$ cat config.mk
export PLATFORM = sky130hd
export DESIGN_NAME = vs_atom_selector
export DESIGN_NICKNAME = d
export VERILOG_FILES = /design/src/rtl/vs_atom_selector.sv
export SDC_FILE = /design/constraint.sdc
export NUM_CORES = 2
export LEC_CHECK = 0
export CAP_MARGIN = 10
export CORE_MARGIN = 4
export CORE_UTILIZATION = 67
export DETAILED_ROUTE_END_ITERATION = 8
export PLACE_DENSITY = 0.85
export SYNTH_ARGS = -nofsm -noshare
export SYNTH_HDL_FRONTEND = slang
export SYNTH_SLANG_ARGS = --single-unit
$ cat constraint.sdc
create_clock -name clock -period 13.2 [get_ports clock]
set_input_delay 3.96 -clock clock [delete_from_list [all_inputs] [get_ports clock]]
set_output_delay 3.96 -clock clock [all_outputs]
set_load 0.05 [all_outputs]
$ cat src/rtl/vs_atom_selector.sv
// Streaming argmax over one pass of inner products; appends the winning column to the support set.
// Optional VS_ATOM_SELECTOR_THRESHOLD_EN adds a magnitude threshold that halts support growth.
module vs_atom_selector #(
  parameter int unsigned COLUMNS           = 256,
  parameter int unsigned MAX_ATOMS         = 64,
  parameter int unsigned Q                 = 15,
  parameter int unsigned FP_DATA_BUS_WIDTH = 32
) (
  input  logic                         clock,
  input  logic                         reset_n,
  input  logic                         start,
  input  logic                         clear_support,
  input  logic                         in_valid,
  input  logic [7:0]                   in_addr,
  input  logic [FP_DATA_BUS_WIDTH-1:0] in_data,
`ifdef VS_ATOM_SELECTOR_THRESHOLD_EN
  input  logic [FP_DATA_BUS_WIDTH-1:0] threshold,
  output logic                         below_threshold,
`endif
  output logic                         busy,
  output logic                         sel_valid,
  output logic                         sel_none,
  output logic [7:0]                   sel_index,
  output logic [FP_DATA_BUS_WIDTH-1:0] sel_magnitude,
  output logic [7:0]                   support_count,
  output logic                         support_full,
  input  logic [7:0]                   support_rd_addr,
  output logic [7:0]                   support_rd_data
);

  localparam int unsigned W      = FP_DATA_BUS_WIDTH;
  localparam int unsigned ListAw = (MAX_ATOMS > 1) ? $clog2(MAX_ATOMS) : 1;
  localparam logic [8:0] LastBeat = 9'(COLUMNS - 1);
  localparam logic [8:0] NumCols  = 9'(COLUMNS);
  localparam logic [8:0] NumAtoms = 9'(MAX_ATOMS);
  localparam logic [W-1:0] MagMax = {1'b0, {(W-1){1'b1}}};
  localparam logic [W-1:0] MinNeg = {1'b1, {(W-1){1'b0}}};

  if (COLUMNS == 0 || COLUMNS > 256 || MAX_ATOMS == 0 || MAX_ATOMS > 255 || Q >= W)
  begin : g_bad_cfg
    $error("vs_atom_selector: unsupported parameter combination");
  end

  typedef enum logic [0:0] {StIdle, StScan} state_e;
  state_e state_q, state_d;

  logic [8:0]   beat_cnt_q, beat_cnt_d;
  logic         best_valid_q, best_valid_d;
  logic [7:0]   best_idx_q, best_idx_d;
  logic [W-1:0] best_mag_q, best_mag_d;
  logic [255:0] bitmap_q, bitmap_d;
  logic [7:0]   count_q, count_d;
  logic [7:0]   list_q [MAX_ATOMS];

  logic         sel_valid_q, sel_none_q, below_q;
  logic [7:0]   sel_index_q;
  logic [W-1:0] sel_mag_q;

  logic [W-1:0] abs_mag;
  logic         eligible, beat, take, last_beat, full, do_clear, do_start;
  logic         fin_valid, below, append;
  logic [7:0]   fin_idx;
  logic [W-1:0] fin_mag;

  // Most negative input has no positive twin; clamp it.
  always_comb begin
    abs_mag = in_data;
    if (in_data == MinNeg)  abs_mag = MagMax;
    else if (in_data[W-1])  abs_mag = -in_data;
  end

  always_comb begin
    eligible  = ({1'b0, in_addr} < NumCols) && !bitmap_q[in_addr];
    beat      = (state_q == StScan) && in_valid;
    take      = beat && eligible &&
                (!best_valid_q || (abs_mag > best_mag_q) ||
                 ((abs_mag == best_mag_q) && (in_addr < best_idx_q)));
    fin_valid = best_valid_q || take;
    fin_idx   = take ? in_addr : best_idx_q;
    fin_mag   = take ? abs_mag : best_mag_q;
    last_beat = beat && (beat_cnt_q == LastBeat);
    full      = ({1'b0, count_q} == NumAtoms);
    do_clear  = (state_q == StIdle) && clear_support;
    // A simultaneous clear empties the support first, so a full support no longer blocks start.
    do_start  = (state_q == StIdle) && start && (clear_support || !full);
`ifdef VS_ATOM_SELECTOR_THRESHOLD_EN
    below     = fin_valid && (fin_mag < threshold);
`else
    below     = 1'b0;
`endif
    append    = last_beat && fin_valid && !below;
  end

  always_ff @(posedge clock or negedge reset_n) begin
    if (!reset_n) state_q <= StIdle;
    else          state_q <= state_d;
  end

  always_comb begin
    state_d = state_q;
    unique case (state_q)
      StIdle:  if (do_start) state_d = StScan;
      StScan:  if (last_beat) state_d = StIdle;
      default: state_d = StIdle;
    endcase
  end

  always_comb begin
    busy = (state_q == StScan);
  end

  always_comb begin
    beat_cnt_d   = beat_cnt_q;
    best_valid_d = best_valid_q;
    best_idx_d   = best_idx_q;
    best_mag_d   = best_mag_q;
    if (do_start) begin
      beat_cnt_d   = '0;
      best_valid_d = 1'b0;
      best_idx_d   = '0;
      best_mag_d   = '0;
    end else if (beat) begin
      beat_cnt_d = beat_cnt_q + 9'd1;
      if (take) begin
        best_valid_d = 1'b1;
        best_idx_d   = in_addr;
        best_mag_d   = abs_mag;
      end
    end
  end

  always_comb begin
    bitmap_d = bitmap_q;
    count_d  = count_q;
    if (do_clear) begin
      bitmap_d = '0;
      count_d  = '0;
    end else if (append) begin
      bitmap_d[fin_idx] = 1'b1;
      count_d           = count_q + 8'd1;
    end
  end

  always_ff @(posedge clock or negedge reset_n) begin
    if (!reset_n) begin
      beat_cnt_q   <= '0;
      best_valid_q <= 1'b0;
      best_idx_q   <= '0;
      best_mag_q   <= '0;
      bitmap_q     <= '0;
      count_q      <= '0;
    end else begin
      beat_cnt_q   <= beat_cnt_d;
      best_valid_q <= best_valid_d;
      best_idx_q   <= best_idx_d;
      best_mag_q   <= best_mag_d;
      bitmap_q     <= bitmap_d;
      count_q      <= count_d;
    end
  end

  always_ff @(posedge clock or negedge reset_n) begin
    if (!reset_n) begin
      for (int i = 0; i < int'(MAX_ATOMS); i++) list_q[i] <= '0;
    end else if (append) begin
      list_q[count_q[ListAw-1:0]] <= fin_idx;
    end
  end

  always_ff @(posedge clock or negedge reset_n) begin
    if (!reset_n) begin
      sel_valid_q <= 1'b0;
      sel_none_q  <= 1'b0;
      below_q     <= 1'b0;
      sel_index_q <= '0;
      sel_mag_q   <= '0;
    end else begin
      sel_valid_q <= last_beat;
      if (last_beat) begin
        sel_none_q  <= !fin_valid;
        below_q     <= below;
        sel_index_q <= fin_valid ? fin_idx : 8'd0;
        sel_mag_q   <= fin_valid ? fin_mag : '0;
      end
    end
  end

  always_comb begin
    sel_valid       = sel_valid_q;
    sel_none        = sel_none_q;
    sel_index       = sel_index_q;
    sel_magnitude   = sel_mag_q;
    support_count   = count_q;
    support_full    = full;
    support_rd_data = ({1'b0, support_rd_addr} < NumAtoms) ?
                      list_q[support_rd_addr[ListAw-1:0]] : 8'd0;
  end

`ifdef VS_ATOM_SELECTOR_THRESHOLD_EN
  always_comb begin
    below_threshold = below_q;
  end
`else
  logic unused_below;
  always_comb begin
    unused_below = below_q;
  end
`endif

endmodule

## Word-level counts from Yosys, hierarchy flattened

Index checks and enable logic that the tools add are counted.

- Bits in registers: 869
- Bits of input ports: 53
- Output and inout port bits: 60

- Equal/unequal tests: 4
- Mux-type cells: 33
- Reductions and logical operators: 23
- $add $sub $neg: 3
- Bitwise logic cells: 4
- Order comparisons: 9

Operators with widths:

| cell | count |
|---|---|
| $bwmux 512 | 1 |
| $mux 256 | 2 |
| $or 256x256->256 | 1 |
| $mux 32 | 6 |
| $mux 8 | 10 |
| $bmux 8 s6 | 1 |
| $demux 8 s6 | 1 |
| $eq 32x32->1 | 1 |
| $eq 32x32->1 const B | 1 |
| $gt 32x32->1 | 1 |
| $neg 32->32 | 1 |
| $lt 8x9->1 const B | 2 |
| $mux 9 | 2 |
| $ge 7x7->1 const B | 2 |
| $not 6->7 | 2 |
| $logic_and 1x1->1 | 11 |
| $add 9x1->9 const B | 1 |
| $eq 9x8->1 const B | 1 |
| $add 8x1->8 const B | 1 |
| $bmux 1 s8 | 1 |
| $demux 1 s8 | 1 |
| $eq 8x7->1 const B | 1 |
| $ge 8x1->1 const B | 1 |
| $lt 8x7->1 const B | 1 |
| other kinds (9) | 23 |

## Logic depth before layout (Yosys ltp)

- Depth in word-level cells: 15
- Mapped depth: 23
- Depth with buffers taken out: 19

## Worst setup path after synthesis

Ideal clock, no wire load.

- Kind: input to output
- Start: in support_rd_addr[0]
- End: out support_rd_data[0]
- Path slack: 2.474 ns
- Cell stages on the path: 6
- Path buffers: 2
- Arrival time: 6.766 ns
- Cells stage by stage: clkbuf_1 > buf_1 > mux4_2 > mux4_2 > mux4_2 > nor2b_1

- Cells in the longest elaborated chain, start to end: 5

Ends and longest elaborated chain:

| item | line | RTL |
|---|---|---|
| start, declared | 27 | `input logic [7:0] support_rd_addr,` |
| $not 6->7 (not written as such) | 196 | `list_q[support_rd_addr[ListAw-1:0]] : 8'd0;` |
| $bmux 8 s6 | 196 |  |
| $mux 8 (not written as such) (2 in a row) | 196 |  |
| $mux 8 * | 195 | `support_rd_data = ({1'b0, support_rd_addr} < NumAtoms) ?` |
| end, declared | 28 | `output logic [7:0] support_rd_data` |

Mark *: on every way between the ends. The rest lies on a longest branch, timed or not. The select of a mux whose other input is x is not followed.

## Final worst setup path

- Start: in support_rd_addr[0]
- End: out support_rd_data[3]

The elaborated chain is that of the path after synthesis.

==> metrics.csv <==
stage,metric,value,unit
run_status,status,"complete, no violations",
sta,hold_violations,0,
die,start_util,0.6752,
yosys,async_flop_share,1.000,
sta,slew_violations,0,
route,first_pass_iters,8,
yosys,synth_area,42510,um^2
sta,hold_ws,0.4752,ns
die,die_w,259.9,um
clock_tree,clock_latency,0.68,ns
sta,fin_ws,1.684,ns
clock_tree,htreeDepth,3,
critical_path,cp_data_required_time,9.24,ns
critical_path,critPathSlowestCell,clkdlybuf4s50_1,
critical_path,start_kind,input port,
cells_and_area,fillCellCount,3708,
yosys,syn_avg_cell_area,12.95,um^2
critical_path,crit_path_max_incr_delay,0.70,ns
critical_path,cp_data_arrival_time,7.56,ns
yosys,synth_cells,3284,
die,die_h,259.9,um
sta,worst_pin_slew,1.236,ns
global_route,grt-ovfl-total,0,
power_and_ir_drop,peakVddDrop,0.1113,mV
clock_tree,root_buffer,clkbuf_16,
yosys,synthFlopType,dfrtp_1,
placement,pre_cts_ws,1.214,ns
die,core,62970,um^2
route,detail_route.wl_per_cell,28.43,um
sta,finalSetupTns,0,ns
clock_tree,cts_sinks,869,
die,rows,92,
sta,post-route-min-period,11.52,ns
power_and_ir_drop,pwr_density_cell,141.3,nW/um^2
route,drt_iter0_markers,3462,
clock_tree,clk_path_buf_depth,3,
clock_tree,clk_pin_slew_worst_paths,0.06,ns
critical_path,worstPathMaxFanout,56,
yosys,syn_nets,3381,
global_route,antenna_found_initial,3,
cells_and_area,drive_gt1_frac,0.2965,
yosys,ys_types,73,
sta,fmax,86.84,MHz
route,wl,119500,um
clock_tree,cts-hold-fix-buffers,0,
yosys,yosysSeqAreaShare,0.5115,
global_route,grt_pass1_vias,31080,
clock_tree,cts_setup_buffers,0,
placement,dp.final_hpwl,74910,um
cells_and_area,fin_util,0.7549,
cells_and_area,area_growth,11.80,%
route,drc,0,
critical_path,cp-end-kind,output pin,
cells_and_area,fin_nets,3382,
clock_tree,cts_tree,built,
critical_path,crit_type,in -> out,
global_route,grt_max_degree,185,
clock_tree,post_cts_resize_count,0,
sta,finClkSkew,0.05453,ns
route,vias,29860,
power_and_ir_drop,p_total,0.006717,W
sta,slew_headroom,0.1757,
placement,routabilityCongestion,0.9670,
route,viasPerCell,7.102,
global_route,grt_use_total,0.3604,
critical_path,crit_chain,clkbuf_8 -> buf_12 -> mux4_2 -> mux4_2 -> mux4_2 -> nor2b_1 -> clkdlybuf4s50_1,
global_route,grt_pass1_wl,187400,um
sta,finalCritPeriodShare,0.8724,
yosys,yosys_warnings,0,
critical_path,crit_path_frequent_cell,mux4_2,
placement,port_buffers,112,
yosys,synth_edf_count,0,
sta,final-setup-viol-count,0,
sta,rsz0062_at_grt,no,
yosys,synth.ff_latch_count,869,
die,ios,113,
clock_tree,cts_inserted_buffers,89,
route,antenna_left,0,
power_and_ir_drop,p_leak,22.20,nW
flow_run,drv_cap,0,
die,die_area,67550,um^2
min_path,hp-class,reg -> reg,
## cell usage after synthesis (6+ instances only)
master | number | area, um^2
a211oi_1 | 6 | 45.04
a21oi_1 | 112 | 560.5
a22o_1 | 145 | 1270
a22oi_1 | 27 | 202.7
a32o_1 | 13 | 130.1
and2_1 | 10 | 62.56
buf_1 | 45 | 168.9
buf_2 | 37 | 185.2
buf_4 | 9 | 67.56
clkbuf_1 | 177 | 664.4
dfrtp_1 | 869 | 21750
ha_1 | 44 | 550.5
inv_1 | 49 | 183.9
mux2_1 | 26 | 292.8
mux2_2 | 501 | 5642
mux2i_1 | 73 | 730.7
mux4_2 | 209 | 4707
nand2_1 | 303 | 1137
nand2b_1 | 8 | 50.05
nand3_1 | 70 | 350.3
nand4_1 | 13 | 81.33
nor2_1 | 63 | 236.5
nor2b_1 | 24 | 150.1
nor3_1 | 24 | 120.1
nor3_2 | 6 | 60.06
nor3_4 | 18 | 292.8
nor4_1 | 9 | 56.30
o21a_1 | 10 | 75.07
o21ai_0 | 130 | 650.6
o22ai_1 | 7 | 43.79
o2bb2ai_1 | 8 | 70.07
o31ai_1 | 67 | 503.0
o41ai_1 | 38 | 332.8
or3_1 | 10 | 62.56
or4_1 | 20 | 150.1
xor2_1 | 28 | 245.2
## power breakdown
part | leakage [nW] | internal (W) | switching (W)
clock network | 1.56 | 0.00157 | 0.00110
registers | 12.1 | 0.00274 | 0.0000571
logic | 8.57 | 0.000326 | 0.000920
## cells by family (layout without fill, tap and decap cells)
group                      Yosys count  after routing  share of synthesized area
muxes                              809            809                     0.2675
DFF                                869            869                     0.5115
adders and majority gates           44             44                    0.01295
other                                0              3                          0
and+or+nand+nor                    608            608                    0.07190
AOI/OAI and AO/OA                  603            603                    0.09947
xor gates and xnor gates            31             31                   0.006387
buffers and inverters              320            392                    0.03031
## path summary, 6_finish.rpt
path	cells past startpoint	slack, ns	from	end
worst max-delay path	7	1.68	support_rd_addr[0]	support_rd_data[3]
max in group asynchronous	3	7.52	reset_n	list_q[364]
min in group asynchronous	1	3.35	reset_n	sel_magnitude[5]
worst min register to register	2	0.48	bitmap_q[195]	bitmap_q[195]
worst min-delay path	2	0.48	bitmap_q[195]	bitmap_q[195]
worst max register to register	10	7.88	bitmap_q[35]	list_q[178]
## registers in the layout, summed over array words and instances, names as in the netlist
register and flops:
busy 1, beat_cnt_q 9, sel_none 1, support_count 8
list_q 512, sel_valid 1, sel_magnitude 32, best_valid_q 1
sel_index 8, bitmap_q 256, best_mag_q 32, best_idx_q 8
## metrics by stage
stage	instance area (um^2)	std cells
after CTS	47480	4200
final	47530	4205
after global placement	44320	4038
after floorplan	42510	3284
after global routing	47530	4202
after detailed placement	44320	4038
## worst max-delay path, delay by kind of cell
family	cells	cell delay, ns
simple gates	1	0.16
buf+inv	3	1.61
mux	3	1.70
## routing by layer
| metal | global-route usage | wire (um) | vias up |
|---|---|---|---|
| met1 | 0.4767 | 44260 | 15350 |
| met3 | 0.08063 | 10810 | 476 |
| met2 | 0.5669 | 57010 | 1704 |
| li1 | - | - | 12330 |
| met5 | 0 | 13 | - |
| met4 | 0.1899 | 7439 | 2 |
## final cells by class
type / count / area (um^2) / share of cell area
Antenna cell: 3 / 7.507 / 0.0001579
Clock buffer: 122 / 2591 / 0.05451
Clock inverter: 40 / 564.3 / 0.01187
Inverter: 51 / 191.4 / 0.004027
Multi-Input combinational cell: 2095 / 19640 / 0.4131
Sequential cell: 869 / 21750 / 0.4575
Tap cell: 846 / 1059 / 0.02227
Timing Repair Buffer: 179 / 1738 / 0.03656
## cell usage in the layout (no fill, tap or decap), types with 24 or more instances in the layout
cell,count
nand3_1,70
inv_1,49
clkbuf_8,25
mux2_2,501
mux2_1,26
buf_4,60
clkbuf_16,89
mux4_2,209
mux2i_1,73
nand2_1,302
o31ai_1,67
a22o_1,144
nor3_1,24
xor2_1,28
nor2_1,62
a22oi_1,26
dfrtp_1,869
o21ai_0,123
clkdlybuf4s50_1,106
o41ai_1,38
ha_1,44
a21oi_1,108
(Power assumes the default switching activity.)
